`src/rtl/lcd_lea_pkg.sv`:
```
//==============================================================================
// Module      : lcd_lea_pkg
// Description : Shared key codes, ASCII constants, states and byte-order helper
//               for the LCD / LEA plaintext path.
// Revision    : 1.0  initial release
//==============================================================================
`default_nettype none

package lcd_lea_pkg;

  localparam int          NCHAR    = 16;
  localparam logic [7:0]  PAD_CHAR = 8'h20;
  localparam logic [NCHAR*8-1:0] PAD_LINE = {NCHAR{PAD_CHAR}};

  localparam logic [5:0] KEY_LETTER_LAST = 6'd25;
  localparam logic [5:0] KEY_DIGIT_FIRST = 6'd26;
  localparam logic [5:0] KEY_DIGIT_LAST  = 6'd35;
  localparam logic [5:0] KEY_SPACE       = 6'd36;
  localparam logic [5:0] KEY_BS          = 6'd60;
  localparam logic [5:0] KEY_CLR         = 6'd61;
  localparam logic [5:0] KEY_ENT         = 6'd62;

  localparam logic [7:0] ASCII_A     = 8'h41;
  localparam logic [7:0] ASCII_0     = 8'h30;
  localparam logic [7:0] ASCII_SPACE = 8'h20;

  typedef enum logic [0:0] {
    EDIT = 1'b0,
    SEND = 1'b1
  } state_t;

  typedef struct packed {
    logic       isChar;
    logic       isBs;
    logic       isClr;
    logic       isEnt;
    logic [7:0] ascii;
  } keyDecode_t;

  // Character 0 is the leftmost and occupies the top byte of the line.
  function automatic int charLsb(input logic [3:0] idx);
    return (NCHAR - 1 - int'(idx)) * 8;
  endfunction

endpackage

`default_nettype wire

```
`src/rtl/plaintext_entry_buffer_if.sv`:
```
//==============================================================================
// Module      : plaintext_entry_buffer_if
// Description : Keypad input, LCD text output and cipher handshake bundle.
// Revision    : 1.0  initial release
//==============================================================================
`default_nettype none

interface plaintext_entry_buffer_if;
  import lcd_lea_pkg::*;

  logic                 KEY_VALID;
  logic [5:0]           KEY_CODE;
  logic                 PT_READY;
  logic [NCHAR*8-1:0]   TEXT_ASCII;
  logic [4:0]           CURSOR;
  logic                 FULL;
  logic                 PT_VALID;
  logic [NCHAR*8-1:0]   PT_DATA;
  logic                 BUSY;

  modport master (
    output KEY_VALID, KEY_CODE, PT_READY,
    input  TEXT_ASCII, CURSOR, FULL, PT_VALID, PT_DATA, BUSY
  );

  modport slave (
    input  KEY_VALID, KEY_CODE, PT_READY,
    output TEXT_ASCII, CURSOR, FULL, PT_VALID, PT_DATA, BUSY
  );

endinterface

`default_nettype wire

```
`src/rtl/plaintext_entry_buffer_key_code_to_ascii.sv`:
```
//==============================================================================
// Module      : key_code_to_ascii
// Description : Combinational map from 6-bit keypad code to character/command.
// Revision    : 1.0  initial release
//==============================================================================
`default_nettype none

module key_code_to_ascii
  import lcd_lea_pkg::*;
(
  input  logic [5:0]  i_code,
  output keyDecode_t  o_dec
);

  always_comb begin
    o_dec = '0;
    if (i_code <= KEY_LETTER_LAST) begin
      o_dec.isChar = 1'b1;
      o_dec.ascii  = ASCII_A + {2'b00, i_code};
    end else if (i_code <= KEY_DIGIT_LAST) begin
      o_dec.isChar = 1'b1;
      o_dec.ascii  = ASCII_0 + {2'b00, 6'(i_code - KEY_DIGIT_FIRST)};
    end else begin
      case (i_code)
        KEY_SPACE: begin
          o_dec.isChar = 1'b1;
          o_dec.ascii  = ASCII_SPACE;
        end
        KEY_BS:  o_dec.isBs  = 1'b1;
        KEY_CLR: o_dec.isClr = 1'b1;
        KEY_ENT: o_dec.isEnt = 1'b1;
        default: o_dec = '0;
      endcase
    end
  end

endmodule

`default_nettype wire

```
`src/rtl/plaintext_entry_buffer.sv`:
```
//==============================================================================
// Module      : plaintext_entry_buffer
// Description : Assembles a 16-character keypad line and hands it to LEA on ENTER.
// Revision    : 1.0  initial release
//==============================================================================
`default_nettype none

module plaintext_entry_buffer
  import lcd_lea_pkg::*;
(
  input  logic                      CLK,
  input  logic                      RESETN,
  plaintext_entry_buffer_if.slave   bus
);

  logic [NCHAR*8-1:0] r_text;
  logic [4:0]         r_cursor;
  logic               r_ptValid;
  logic [NCHAR*8-1:0] r_ptData;
  logic               r_keyPrev;
  state_t             r_state;

  keyDecode_t         w_dec;
  logic               w_keyEdge;
  logic [3:0]         w_prevIdx;
  logic               w_full;

  key_code_to_ascii u_decode (
    .i_code (bus.KEY_CODE),
    .o_dec  (w_dec)
  );

  assign w_keyEdge = bus.KEY_VALID & ~r_keyPrev;
  assign w_prevIdx = 4'(r_cursor - 5'd1);
  assign w_full    = (r_cursor == 5'(NCHAR));

  // Reset polarity is high despite the RESETN name; kept for codebase compatibility.
  always_ff @(posedge CLK or posedge RESETN) begin
    if (RESETN) begin
      r_text    <= PAD_LINE;
      r_cursor  <= '0;
      r_ptValid <= 1'b0;
      r_ptData  <= '0;
      r_keyPrev <= 1'b0;
      r_state   <= EDIT;
    end else begin
      r_keyPrev <= bus.KEY_VALID;
      case (r_state)
        EDIT: begin
          if (w_keyEdge) begin
            if (w_dec.isChar) begin
              if (!w_full) begin
                r_text[charLsb(r_cursor[3:0]) +: 8] <= w_dec.ascii;
                r_cursor <= r_cursor + 5'd1;
              end
            end else if (w_dec.isBs) begin
              if (r_cursor != '0) begin
                r_text[charLsb(w_prevIdx) +: 8] <= PAD_CHAR;
                r_cursor <= r_cursor - 5'd1;
              end
            end else if (w_dec.isClr) begin
              r_text   <= PAD_LINE;
              r_cursor <= '0;
            end else if (w_dec.isEnt) begin
              if (r_cursor != '0) begin
                r_ptData  <= r_text;
                r_ptValid <= 1'b1;
                r_state   <= SEND;
              end
            end
          end
        end
        SEND: begin
          // Keys pressed here, including one coinciding with PT_READY, are dropped.
          if (bus.PT_READY) begin
            r_ptValid <= 1'b0;
            r_text    <= PAD_LINE;
            r_cursor  <= '0;
            r_state   <= EDIT;
          end
        end
        default: r_state <= EDIT;
      endcase
    end
  end

  assign bus.TEXT_ASCII = r_text;
  assign bus.CURSOR     = r_cursor;
  assign bus.FULL       = w_full;
  assign bus.PT_VALID   = r_ptValid;
  assign bus.PT_DATA    = r_ptData;
  assign bus.BUSY       = (r_state == SEND);

endmodule

`default_nettype wire

```
`src/flat_wrapper.sv`:
```
// flat-port wrapper written by rule: the top's interface ports become plain ports
module plaintext_entry_buffer_flat import lcd_lea_pkg::*;
  (CLK, RESETN, bus_KEY_VALID, bus_KEY_CODE, bus_PT_READY, bus_TEXT_ASCII, bus_CURSOR, bus_FULL, bus_PT_VALID, bus_PT_DATA, bus_BUSY);
  plaintext_entry_buffer_if bus_i ();
  input  logic CLK;
  input  logic RESETN;
  input wire logic [$bits(bus_i.KEY_VALID)-1:0] bus_KEY_VALID;
  input wire logic [$bits(bus_i.KEY_CODE)-1:0] bus_KEY_CODE;
  input wire logic [$bits(bus_i.PT_READY)-1:0] bus_PT_READY;
  output wire logic [$bits(bus_i.TEXT_ASCII)-1:0] bus_TEXT_ASCII;
  output wire logic [$bits(bus_i.CURSOR)-1:0] bus_CURSOR;
  output wire logic [$bits(bus_i.FULL)-1:0] bus_FULL;
  output wire logic [$bits(bus_i.PT_VALID)-1:0] bus_PT_VALID;
  output wire logic [$bits(bus_i.PT_DATA)-1:0] bus_PT_DATA;
  output wire logic [$bits(bus_i.BUSY)-1:0] bus_BUSY;
  assign bus_i.KEY_VALID = bus_KEY_VALID;
  assign bus_i.KEY_CODE = bus_KEY_CODE;
  assign bus_i.PT_READY = bus_PT_READY;
  assign bus_TEXT_ASCII = bus_i.TEXT_ASCII;
  assign bus_CURSOR = bus_i.CURSOR;
  assign bus_FULL = bus_i.FULL;
  assign bus_PT_VALID = bus_i.PT_VALID;
  assign bus_PT_DATA = bus_i.PT_DATA;
  assign bus_BUSY = bus_i.BUSY;
  plaintext_entry_buffer u_core (.CLK(CLK), .RESETN(RESETN), .bus(bus_i));
endmodule
```
`config.mk`:
```
export PLATFORM = sky130hd
export DESIGN_NAME = plaintext_entry_buffer_flat
export DESIGN_NICKNAME = d
export VERILOG_FILES = /design/src/rtl/lcd_lea_pkg.sv /design/src/rtl/plaintext_entry_buffer_if.sv /design/src/rtl/plaintext_entry_buffer_key_code_to_ascii.sv /design/src/rtl/plaintext_entry_buffer.sv /design/src/flat_wrapper.sv
export SDC_FILE = /design/constraint.sdc
export NUM_CORES = 1
export LEC_CHECK = 0
export ABC_AREA = 0
export BUFFER_PORTS_ARGS = -buffer_cell sky130_fd_sc_hd__clkbuf_2
export CORE_MARGIN = 1
export CORE_UTILIZATION = 35
export CTS_BUF_LIST = sky130_fd_sc_hd__clkbuf_8
export CTS_CLUSTER_DIAMETER = 120
export DETAILED_ROUTE_END_ITERATION = 10
export PLACE_DENSITY = 0.65
export SYNTH_ARGS = -nofsm -noshare
export SYNTH_HDL_FRONTEND = slang
export SYNTH_SLANG_ARGS = --single-unit
```
`constraint.sdc`:
```
create_clock -name CLK -period 9.5 [get_ports CLK]
set_input_delay 0.475 -clock CLK [delete_from_list [all_inputs] [get_ports CLK]]
set_output_delay 0.475 -clock CLK [all_outputs]
set_load 0.02 [all_outputs]
```
# == Yosys cells after proc, flatten, opt, wreduce, memory -nomap -nowiden ==
# Index checks and enable logic that the tools add are counted.
# word_totals
regBits,264
wordCells,91
output_inout_bits,264
input_bits,10
# op_classes
n_eq_ne,15
n_mux,45
shift,4
order_cmp,2
addsub,9
n_bitwise,6
reduce_logical,4
# op_table
op,count
two-way mux 128 bit,7
bitwise mux 128 bit,2
one-hot mux 128 bit (2 select lines),1
"variable shift 8 x 33 -> 128 bit, first input constant",2
variable part select 8 x 33 -> 128 bit,1
"variable part select 8 x 33 -> 128 bit, first input constant",1
negation 32 -> 33 bit,2
two-way mux 5 bit,7
"equality test 6 bit, second input constant",4
two-way mux 1 bit,20
AND reduction 7 bit,2
"!= test 2 bit, second input constant",5
one-hot mux 5 bit (2 select lines),1
"subtractor 4 x 4 -> 5 bit, first input constant",2
"adder 7 x 6 -> 8 bit, first input constant",1
two-way mux 8 bit,1
"adder 6 x 6 -> 7 bit, first input constant",1
two-way mux 7 bit,1
"less-or-equal comparator 6 x 5 -> 1 bit, second input constant",1
"less-or-equal comparator 6 bit, second input constant",1
two-way mux 3 bit,2
two-way mux 6 bit,1
"subtractor 6 x 5 -> 6 bit, second input constant",1
"adder 5 x 1 -> 5 bit, second input constant",1
other kinds (11),17

# == Depth between registers and ports, before layout ==
# Gate-level depths: netlist of run 1.
# depth
depth_word,10
mapped_depth,13

# == By module ==
# Synthesis of run 1 repeated with hierarchy kept, for this count alone.
# hier_totals
hier_cells,959
hier_area_um2,11402.2
# by_module_without_submodules
module,n_inst,seq_area_each_um2,cells_each,area_per_inst_um2
plaintext_entry_buffer,1,6626.4,903,10996.8
key_code_to_ascii,1,0.0,56,405.4

# == Worst setup path after synthesis of run 1 ==
# No wires, ideal clock.
# synth_path
path_type,reg2reg
start,register u_core.r_cursor[1] (netlist: u_core.bus.CURSOR[1])
end,register u_core.r_text[0] (netlist: u_core.bus.TEXT_ASCII[0])
arrival_ns,3.273
path_stages_with_launch,13
path_slack_ns,6.102
setup_time_ns,0.125
required_ns,9.375
path_buffers,2
cell_sequence,dfrtp_1 -> clkbuf_1 -> inv_1 -> ha_1 -> or2_2 -> clkbuf_1 -> nor2_1 -> ha_1 -> inv_1 -> nand3_1 -> a2111oi_0 -> o31ai_2 -> mux2_2
# synth_between
elab_chain_cells,10
elab_cells_between_ends,22
classes_between,add/sub: 5; eq/ne: 3; shift: 4; mux: 8; reduce/logical: 2
# synth_rtl
item,line_no,text
"start, declared",plaintext_entry_buffer.sv:17,logic [4:0] r_cursor;
"start signal, assigned",plaintext_entry_buffer.sv:54,r_cursor <= r_cursor + 5'd1;
"start signal, assigned",plaintext_entry_buffer.sv:59,r_cursor <= r_cursor - 5'd1;
subtractor 5 x 1 -> 5 bit,plaintext_entry_buffer.sv:34,assign w_prevIdx = 4'(r_cursor - 5'd1);
subtractor 4 x 4 -> 5 bit,lcd_lea_pkg.sv:42,return (NCHAR - 1 - int'(idx)) * 8;
negation 32 -> 33 bit,plaintext_entry_buffer.sv:58,r_text[charLsb(w_prevIdx) +: 8] <= PAD_CHAR;
variable part select 8 x 33 -> 128 bit / variable shift 8 x 33 -> 128 bit (equally long branches),plaintext_entry_buffer.sv:58,
bitwise mux 128 bit,plaintext_entry_buffer.sv:58,
two-way mux 128 bit,plaintext_entry_buffer.sv:57,if (r_cursor != '0) begin
two-way mux 128 bit,plaintext_entry_buffer.sv:56,end else if (w_dec.isBs) begin
two-way mux 128 bit,plaintext_entry_buffer.sv:51,if (w_dec.isChar) begin
two-way mux 128 bit,plaintext_entry_buffer.sv:50,if (w_keyEdge) begin
one-hot mux 128 bit (2 select lines),plaintext_entry_buffer.sv:48,case (r_state)
"end signal, assigned by index",plaintext_entry_buffer.sv:53,r_text[charLsb(r_cursor[3:0]) +: 8] <= w_dec.ascii;
"end, declared",plaintext_entry_buffer.sv:16,logic [NCHAR*8-1:0] r_text;
# Several ways; a longest one is shown, not always the timed one. The select of a mux whose other input is x is not followed.
# A chain may end at the register's enable or synchronous reset.

# == Worst setup path after layout of run 1 ==
# layout_path
start,register u_core.r_cursor[0] (netlist: u_core.bus.CURSOR[0])
end,register u_core.r_text[2] (netlist: u_core.bus.TEXT_ASCII[2])
# Same word-level chain as after synthesis.

==> results.py, run 1 <==
metrics = {
    "route": {
        "routed-via-count": 8233,
        "detail_route.iter0.violations": 547,
        "drt_pass1_iterations": 5,
        "via_per_inst": 5.21,
        "post-route-drc-count": 0,
        "postRouteAntennaNets": 0,
        "wl_per_cell_um": 19.5,
        "drt_wl_total_um": 30800,
    },
    "critical_path": {
        "startpoint_type": "flop",
        "cp_capture_type": "flop",
        "worstSetupPathType": "reg2reg",
        "slowest_stage": "dfrtp_1",
        "timing.critical_path.fanout_max": 16,
        "worst-r2r-setup-slack_ns": 5.64,
        "worst_path_dominant_cell_family": "compound AO/OA/AOI/OAI gates",
        "crit_path_cell_trace": "inv_1, ha_1, or2_2, nor2_1, ha_1, inv_1, nand3_1, a2111oi_0, o31ai_2, mux2_2",
        "r2r_start": "u_core.bus.CURSOR[0]",
        "crit_arrival_ns": 4.28,
        "cp_data_required_time_ns": 9.92,
        "cp-startpoint": "u_core.bus.CURSOR[0]",
        "ff2ff_path_depth": 10,
        "cp_num_cells": 10,
        "critical_path_buf_inv_count": 2,
        "critical_path.endpoint": "u_core.bus.TEXT_ASCII[2]",
        "timing.critical_path.slowest_cell_delay_ns": 0.64,
        "reg2reg_to": "u_core.bus.TEXT_ASCII[2]",
    },
    "clock_tree": {
        "cts_post_setup_buffers_inserted": 0,
        "postCtsResizedCells": 0,
        "cts_clock_pin_slew_for_the_worst_setup_and_hold_paths_ns": 0.06,
        "tritoncts": "done",
        "cts.sink_count": 264,
        "cts-htree-levels": 2,
        "numCtsBuffers": 46,
        "cts.path.max_buffers": 3,
        "worstSkewPairLatency_ns": 0.55,
        "cts_hold_buffers": 0,
        "cts-root-buf": "clkbuf_8",
    },
    "finish": {
        "final_area_mm2": 0.0138,
        "synthToLayoutAreaGrowth_pct": 24.0,
        "design.final.nets": 1172,
        "antenna_cells_inserted": 0,
        "post_route_cells_drive_above_1_share": 0.443,
    },
    "logic_synthesis": {
        "post-synth-top-area-fraction": 0.556,
        "synth_async_sr_flop_share": 1.00,
        "ys_top_cells_by_area": "dfrtp_1 56%, mux2_2 14%, dfstp_2 3.8%",
        "yosys.area.top_type": "dfrtp_1",
        "synthesis.area_per_instance_um2": 12.9,
        "synth-edff-count": 0,
        "ys_seq_elements": 264,
        "synth_cells": 867,
        "synth_xor_xnor_area_share": 0.00785,
        "yosys.area_share.simple": 0.0834,
        "synth_flop_cell": "dfrtp_1",
        "ys_seq_area_frac": 0.594,
        "post_synthesis_compound_gate_area_fraction": 0.123,
        "post_synth_mux_area_share": 0.145,
        "synth_fp_nets": 893,
        "synth_top_family_by_area": "multiplexers",
        "synth.lib_cells_used.distinct": 63,
        "syn-cell-area_mm2": 0.0112,
        "synth_warnings": 0,
        "synth_adder_area_share": 0.0179,
    },
    "timing": {
        "final.period_utilization": 0.406,
        "worst_slew_margin_rel": 0.202,
        "worst_clock_skew_ns": 0.0245,
        "final_period_minus_worst_setup_slack_ns": 3.86,
        "fmaxAchievable_mhz": 259,
        "drv_slew": 0,
        "final-setup-viol-count": 0,
        "timing_hold_violations_final": 0,
        "rsz0062_at_grt": "no",
        "worst_slew_pin_tran_ns": 1.19,
        "final.setup.tns_ns": 0,
    },
    "power": {
        "p_leak_nw": 7.23,
        "powerDensity_mw_per_mm2": 218,
        "irDropWorstVdd_v": 0.0000903,
    },
    "placement": {
        "detailed_place.area_mm2": 0.0129,
        "place.port_buffers": 273,
        "place.detailed.hpwl_um": 21500,
        "gp_congestion": 0.869,
    },
    "floorplan": {
        "io-pin-count": 274,
        "placementRows": 65,
        "start_util": 0.355,
        "core_region_area_mm2": 0.0315,
        "chipHeight_um": 181,
        "die_area_mm2": 0.0326,
        "floorplan.die.width_um": 181,
    },
    "global_routing": {
        "grt_pass1_wl_um": 47600,
        "antenna_found_initial": 0,
        "first_global_vias": 7953,
        "groute.usage.overall": 0.186,
        "grt-ovfl-total": 0,
        "largest_net_degree_at_the_start_of_global_routing": 145,
    },
    "hold_path": {
        "hold_class": "in2reg",
        "worst_hold_startpoint": "bus_KEY_VALID",
    },
    "job": {
        "max_cap_violations": 0,
    },
    "run_status": {
        "outcome": "finished clean",
    },
}
## power by group
group | total (mW) | switching, mW | internal (mW) | leakage (nW)
logic | 0.620 | 0.424 | 0.196 | 3.09
registers | 1.33 | 0.104 | 1.23 | 3.61
clock network | 1.06 | 0.457 | 0.606 | 0.534
total | 3.01 | 0.986 | 2.03 | 7.23
## metal layers
layer,track usage,share of wire
met2,0.290,0.47
met3,0.0344,0.052
met1,0.261,0.45
met4,0.0643,0.027
met5,0,0
## worst min-delay path by stage
| stage | slack, ns | end | cells after the start |
|---|---|---|---|
| 3_5_place_dp | 0.48 | u_core.bus.TEXT_ASCII[109] | 2 |
| 5_1_grt | 0.04 | u_core.r_keyPrev | 1 |
| 3_3_place_gp | 0.48 | u_core.bus.TEXT_ASCII[117] | 2 |
| 6_report | 0.06 | u_core.r_keyPrev | 1 |
| 2_1_floorplan | 0.50 | u_core.bus.TEXT_ASCII[109] | 2 |
| 4_1_cts | 0.02 | u_core.r_keyPrev | 1 |
## layout make-up
type	instances	area, um^2
Fill cell	2966	17600
Sequential cell	264	6630
Multi-Input combinational cell	528	4230
Timing Repair Buffer	282	1430
Clock buffer	55	757
Tap cell	402	503
Clock inverter	25	193
Inverter	24	97.6
## metrics by stage
stage | std cells | worst slack [ns] | hold WS (ns) | util | power, mW
floorplan | 867 | 1.78 | 0.496 | - | 1.73
global placement | 1500 | 5.80 | 0.478 | 0.409 | 1.96
detailed placement | 1500 | 5.68 | 0.479 | 0.409 | 1.97
CTS | 1580 | 5.70 | 0.0216 | 0.440 | 3.05
global route | 1580 | 5.45 | 0.0400 | 0.440 | 3.17
finish | 1580 | 5.64 | 0.0630 | 0.440 | 3.01
## cells by family after synthesis
kind of cell | count (synthesis)
mux | 144
flops | 264
compound gates | 183
buf+inv | 75
fa+ha+maj | 16
simple gates | 175
xor+xnor | 10
## worst register-to-register path, cell delays in order (launching register included)
cell and delay [ns]:
dfrtp_1 0.64, inv_1 0.21, ha_1 0.43, or2_2 0.43, nor2_1 0.14, ha_1 0.31, inv_1 0.18, nand3_1 0.11
a2111oi_0 0.63, o31ai_2 0.34, mux2_2 0.35
## cells in the final DEF, fill, tap and decap left out, drive strengths merged, types with 19 or more instances in the layout
cell type,count
dfrtp,248
clkbuf,328
nor2,45
o21ai,30
inv,40
a32o,19
mux2,143
and2,20
a21oi,27
o2bb2ai,30
a22o,20
nand2,33
## state kept, by name, summed over array words and instances, names as in the netlist
register               flops
u_core.bus.BUSY            1
u_core.bus.CURSOR          5
u_core.bus.PT_DATA       128
u_core.bus.PT_VALID        1
u_core.bus.TEXT_ASCII    128
u_core.r_keyPrev           1
## cells in the mapped netlist, types with 3 or more instances
master / n
nor3_1: 8
nand2b_1: 8
a31oi_1: 6
o21ai_0: 30
a21oi_1: 27
and2_1: 20
nand2_1: 33
a211oi_1: 6
nor2_1: 45
buf_2: 19
nor2b_1: 5
inv_1: 24
nor4_1: 3
or3_1: 14
a2111o_1: 3
a21o_1: 4
xor2_1: 4
o211ai_1: 3
clkbuf_1: 28
a22o_1: 20
and3_1: 6
xnor2_1: 6
a32o_1: 19
mux2_2: 142
o21a_1: 4
a32oi_1: 4
o2bb2ai_1: 30
nand3_1: 7
dfstp_2: 16
nand4_1: 4
dfrtp_1: 248
nor4b_1: 3
ha_1: 16
a22oi_1: 9
or2_2: 6
Power figures use the tool's default switching activity.
==> inputs of run 2 (changes only) <==
==> constraint.sdc (replaced) <==
create_clock -name CLK -period 4.05 [get_ports CLK]
set_input_delay 0.2025 -clock CLK [delete_from_list [all_inputs] [get_ports CLK]]
set_output_delay 0.2025 -clock CLK [all_outputs]
set_load 0.02 [all_outputs]
==> results.py, run 2 (synthesized netlist as in run 1, its figures left out) <==
metrics = {
    "route": {
        "met2_wirelength_um": 14600,
        "post-route-drc-count": 0,
        "drt_pass1_iterations": 5,
        "met3_length_um": 1860,
        "wl_per_cell_um": 19.4,
        "routedLengthMet1_um": 13800,
        "via_per_inst": 5.21,
        "routed-via-count": 8319,
        "highest-signal-layer": "met4",
        "detail_route.iter0.violations": 464,
        "postRouteAntennaNets": 0,
        "drt_wl_total_um": 31000,
    },
    "clock_tree": {
        "cts.sink_count": 264,
        "numCtsBuffers": 47,
        "cts-htree-levels": 2,
        "cts_clock_pin_slew_for_the_worst_setup_and_hold_paths_ns": 0.06,
        "tritoncts": "done",
        "cts-root-buf": "clkbuf_8",
        "worstSkewPairLatency_ns": 0.56,
        "cts_post_setup_buffers_inserted": 0,
        "cts.path.max_buffers": 3,
    },
    "timing": {
        "final-setup-viol-count": 0,
        "drv_slew": 0,
        "fin_worst_hold_slack_ns": 0.0911,
        "fmaxAchievable_mhz": 278,
        "final.period_utilization": 0.889,
        "worst_slew_margin_rel": 0.290,
        "worst_clock_skew_ns": 0.0304,
        "rsz0062_at_grt": "no",
        "final_period_minus_worst_setup_slack_ns": 3.60,
        "final.setup.tns_ns": 0,
        "timing_hold_violations_final": 0,
        "worst_slew_pin_tran_ns": 1.06,
    },
    "floorplan": {
        "chipHeight_um": 181,
        "die_area_mm2": 0.0326,
        "start_util": 0.355,
        "core_region_area_mm2": 0.0315,
        "floorplan.die.width_um": 181,
        "placementRows": 65,
        "io-pin-count": 274,
    },
    "finish": {
        "final-instance-count-excl-fill": 1598,
        "antenna_cells_inserted": 0,
        "design.final.nets": 1188,
        "nFillCells": 2939,
        "synthToLayoutAreaGrowth_pct": 26.3,
        "seq_area_mm2": 0.00663,
        "mostFrequentLayoutCells": "273 x clkbuf_2, 248 x dfrtp_1, 142 x mux2_2, 61 x clkbuf_8, 44 x nor2_1",
        "multi_input_comb_area_mm2": 0.00423,
        "post_route_cells_drive_above_1_share": 0.452,
        "final_area_mm2": 0.0141,
        "layout_commonest_cell": "clkbuf_2",
    },
    "global_routing": {
        "antenna_found_initial": 0,
        "grt-ovfl-total": 0,
        "first_global_vias": 8162,
        "largest_net_degree_at_the_start_of_global_routing": 160,
        "groute.usage.overall": 0.191,
        "grt_pass1_wl_um": 48800,
    },
    "hold_path": {
        "hold_class": "in2async",
    },
    "critical_path": {
        "timing.critical_path.fanout_max": 12,
        "crit_arrival_ns": 4.02,
        "cp_capture_type": "flop",
        "cp_data_required_time_ns": 4.47,
        "startpoint_type": "flop",
        "worstSetupPathType": "reg2reg",
    },
    "power": {
        "power_frac_comb": 0.208,
        "total_power_mw": 7.25,
        "clkPwrFrac": 0.363,
        "power.switching_mw": 2.35,
        "powerDensity_mw_per_mm2": 515,
        "irDropWorstVdd_v": 0.000234,
        "cell_internal_pwr_mw": 4.91,
        "power.share.sequential": 0.430,
        "p_leak_nw": 7.34,
        "netSwitchingFraction": 0.323,
    },
    "placement": {
        "place.detailed.hpwl_um": 21900,
        "cell_count_after_placement": 1512,
        "detailed_place.area_mm2": 0.0130,
        "gp_congestion": 0.892,
        "place.port_buffers": 273,
    },
    "run_status": {
        "outcome": "finished clean",
    },
    "job": {
        "max_cap_violations": 0,
    },
}
[run 2: cell types whose count changed in the layout (fill, tap and decap cells not counted), sizes merged]
cell	before	now
clkinv	3	4
buf	9	21
clkbuf	328	334
dlygate4sd3	0	3
clkinvlp	3	4
inv	40	35
[run 2: cell type report]
class	instances	area share
Clock buffer	61	0.0596
Sequential cell	264	0.470
Clock inverter	22	0.0130
Multi-Input combinational cell	528	0.300
Timing Repair Buffer	297	0.115
Tap cell	402	0.0357
Inverter	24	0.00666
[run 2: critical path: stages, from the launching register on]
cell and delay (ns):
dfrtp_1 0.58, inv_1 0.19, ha_1 0.39, or2_2 0.40, nor2_1 0.14, ha_1 0.24
inv_1 0.12, nand3_1 0.12, a2111oi_0 0.07, buf_4 0.18, o31ai_2 0.62, mux2_2 0.41
[run 2: power by group through the flow]
stage	Sequential (mW)	Combinational (mW)	Clock [mW]
floorplan	3.31	0.734	0
global placement	3.16	1.49	0
detailed placement	3.17	1.49	0
CTS	3.12	1.50	2.72
global route	3.15	1.63	2.84
finish	3.11	1.51	2.63
[run 2: path summary, 6_finish.rpt]
check	from	endpoint	slack, ns	depth (start not counted)
max in group asynchronous	RESETN	u_core.bus.CURSOR[2]	2.85	4
worst min register to register	u_core.bus.TEXT_ASCII[109]	u_core.bus.TEXT_ASCII[109]	0.49	2
worst min-delay path	RESETN	u_core.bus.PT_DATA[18]	0.09	3
worst max register to register	u_core.bus.CURSOR[1]	u_core.bus.TEXT_ASCII[2]	0.45	11
worst max-delay path	u_core.bus.CURSOR[1]	u_core.bus.TEXT_ASCII[2]	0.45	11
min in group CLK	bus_KEY_CODE[0]	u_core.bus.TEXT_ASCII[0]	0.30	4
[run 2: metal layers]
layer | vias to the layer above | GRT usage
met5 | - | 0
met4 | 0 | 0.0591
met3 | 50 | 0.0455
met2 | 298 | 0.301
met1 | 4203 | 0.261
li1 | 3768 | -
[run 2: what timing repair did]
item                                    in CTS  in global routing
gates resized for setup                      0                  0
endpoints found under the setup margin       0                  0
hold buffers                                 3                  0
hold endpoints to repair                   130                  0
[run 2: metrics by stage]
step | setup WS (ns) | utilization
3_3_place_gp | 0.656 | 0.414
5_1_grt | 0.140 | 0.448
4_1_cts | 0.510 | 0.448
3_5_place_dp | 0.538 | 0.414
2_1_floorplan | 0.377 | -
6_report | 0.450 | 0.448
==> inputs of run 3 (changes only) <==
--- a/config.mk
+++ b/config.mk
@@ -7,12 +7,13 @@
 export LEC_CHECK = 0
 export ABC_AREA = 0
 export BUFFER_PORTS_ARGS = -buffer_cell sky130_fd_sc_hd__clkbuf_2
+export CORE_ASPECT_RATIO = 0.9
 export CORE_MARGIN = 1
 export CORE_UTILIZATION = 35
 export CTS_BUF_LIST = sky130_fd_sc_hd__clkbuf_8
 export CTS_CLUSTER_DIAMETER = 120
 export DETAILED_ROUTE_END_ITERATION = 10
-export PLACE_DENSITY = 0.65
+export PLACE_DENSITY = 0.67
 export SYNTH_ARGS = -nofsm -noshare
 export SYNTH_HDL_FRONTEND = slang
 export SYNTH_SLANG_ARGS = --single-unit
==> constraint.sdc (replaced) <==
create_clock -name CLK -period 3.3 [get_ports CLK]
set_input_delay 0.165 -clock CLK [delete_from_list [all_inputs] [get_ports CLK]]
set_output_delay 0.165 -clock CLK [all_outputs]
set_load 0.02 [all_outputs]
==> results.py, run 3 (synthesized netlist as in run 1, its figures left out) <==
metrics = {
    "route": {
        "post-route-drc-count": 0,
        "routed-via-count": 8288,
        "via_per_inst": 5.14,
        "wl_per_cell_um": 19.4,
        "detail_route.iter0.violations": 435,
        "postRouteAntennaNets": 0,
        "drt_pass1_iterations": 5,
        "drt_wl_total_um": 31200,
    },
    "global_routing": {
        "antenna_found_initial": 0,
        "grt_pass1_wl_um": 47200,
        "groute.usage.overall": 0.189,
        "largest_net_degree_at_the_start_of_global_routing": 140,
        "grt-ovfl-total": 0,
        "first_global_vias": 7839,
    },
    "power": {
        "powerDensity_mw_per_mm2": 619,
        "p_leak_nw": 7.36,
        "total_power_mw": 8.72,
        "irDropWorstVdd_v": 0.000412,
    },
    "floorplan": {
        "die_area_mm2": 0.0326,
        "placementRows": 61,
        "chipHeight_um": 171,
        "core_region_area_mm2": 0.0311,
        "floorplan.die.width_um": 190,
        "start_util": 0.358,
        "io-pin-count": 274,
    },
    "timing": {
        "timing_hold_violations_final": 0,
        "worst_slew_pin_tran_ns": 0.971,
        "fin_worst_hold_slack_ns": 0.208,
        "final-setup-viol-count": 0,
        "final.setup.tns_ns": 0,
        "worst_clock_skew_ns": 0.0149,
        "fmaxAchievable_mhz": 334,
        "worst_slew_margin_rel": 0.352,
        "rsz0062_at_grt": "no",
        "final.period_utilization": 0.906,
        "final_period_minus_worst_setup_slack_ns": 2.99,
        "final.setup.worst_slack_ns": 0.310,
        "drv_slew": 0,
    },
    "critical_path": {
        "crit_arrival_ns": 3.41,
        "reg2reg_to": "u_core.bus.TEXT_ASCII[3]",
        "worstSetupPathType": "reg2reg",
        "cp_capture_type": "flop",
        "timing.critical_path.slowest_cell_delay_ns": 0.43,
        "critical_path.endpoint": "u_core.bus.TEXT_ASCII[3]",
        "slowest_stage": "a2111oi_2",
        "cp_data_required_time_ns": 3.73,
        "r2r_start": "u_core.bus.CURSOR[0]",
        "cp-startpoint": "u_core.bus.CURSOR[0]",
        "timing.critical_path.fanout_max": 8,
        "ff2ff_path_depth": 10,
        "crit_path_cell_trace": "inv_1, ha_1, or2_2, nor2_1, ha_1, inv_1, nand3_1, a2111oi_2, o31ai_4, mux2_2",
        "worst-r2r-setup-slack_ns": 0.31,
        "startpoint_type": "flop",
    },
    "clock_tree": {
        "cts-htree-levels": 2,
        "cts-root-buf": "clkbuf_8",
        "cts_clock_pin_slew_for_the_worst_setup_and_hold_paths_ns": 0.06,
        "cts_post_setup_buffers_inserted": 0,
        "worstSkewPairLatency_ns": 0.56,
        "cts.sink_count": 264,
        "tritoncts": "done",
        "cts.path.max_buffers": 3,
        "numCtsBuffers": 46,
    },
    "job": {
        "max_cap_violations": 0,
    },
    "placement": {
        "cell_count_after_placement": 1527,
        "place.port_buffers": 273,
        "detailedPlace.worstSlack_ns": 0.195,
        "detailed_place.area_mm2": 0.0131,
        "gp_congestion": 0.906,
        "place.detailed.hpwl_um": 22000,
    },
    "finish": {
        "utilization": 0.452,
        "layout_commonest_cell": "clkbuf_2",
        "final-instance-count-excl-fill": 1613,
        "post_route_cells_drive_above_1_share": 0.455,
        "antenna_cells_inserted": 0,
        "design.final.nets": 1195,
        "synthToLayoutAreaGrowth_pct": 26.2,
        "final_area_mm2": 0.0141,
        "mostFrequentLayoutCells": "273 x clkbuf_2, 248 x dfrtp_1, 142 x mux2_2, 55 x clkbuf_8, 44 x nor2_1",
    },
    "hold_path": {
        "hold_class": "in2reg",
    },
    "run_status": {
        "outcome": "finished clean",
    },
}
-- run 3: power breakdown --
| part | total (mW) | internal (mW) | switching (mW) |
|---|---|---|---|
| registers | 3.81 | 3.53 | 0.276 |
| logic | 1.89 | 0.621 | 1.27 |
| clock network | 3.03 | 1.68 | 1.35 |
-- run 3: worst min path at each step --
stage,start,end,slack [ns],cells past startpoint
2_1_floorplan,bus_KEY_VALID,u_core.r_keyPrev,0.20,0
4_1_cts,bus_KEY_CODE[0],u_core.bus.TEXT_ASCII[0],0.16,4
3_3_place_gp,bus_KEY_VALID,u_core.r_keyPrev,0.30,1
5_1_grt,bus_KEY_CODE[0],u_core.bus.TEXT_ASCII[0],0.23,4
3_5_place_dp,bus_KEY_VALID,u_core.r_keyPrev,0.30,1
6_report,bus_KEY_CODE[0],u_core.bus.TEXT_ASCII[0],0.21,4
-- run 3: layout make-up --
type / instances / area, um^2
inverters: 24 / 93.8
clock inverters: 28 / 181
fillers: 2918 / 17100
clock buffers: 55 / 757
well taps: 409 / 512
multi-input cells: 528 / 4250
flip-flops and latches: 264 / 6630
repair buffers: 305 / 1660
-- run 3: timing repair --
| item | in CTS | in global routing |
|---|---|---|
| resized for setup | 0 | 1 |
| hold buffers | 3 | 0 |
| hold endpoints to repair | 251 | 0 |
| endpoints found under the setup margin | 0 | 6 |
-- run 3: layer usage --
layer | vias to the layer above | GRT usage | routed length, um
li1 | 3766 | - | -
met1 | 4166 | 0.277 | 14900
met2 | 311 | 0.279 | 13800
met3 | 45 | 0.0373 | 1870
met4 | 0 | 0.0588 | 654
met5 | - | 0 | 0
-- run 3: worst max-delay path: cells and delay by family (launching register included) --
family	cells	cell delay, ns
compound gates	2	0.65
simple gates	3	0.63
fa+ha+maj	2	0.57
flops	1	0.37
mux	1	0.33
buf+inv	2	0.30
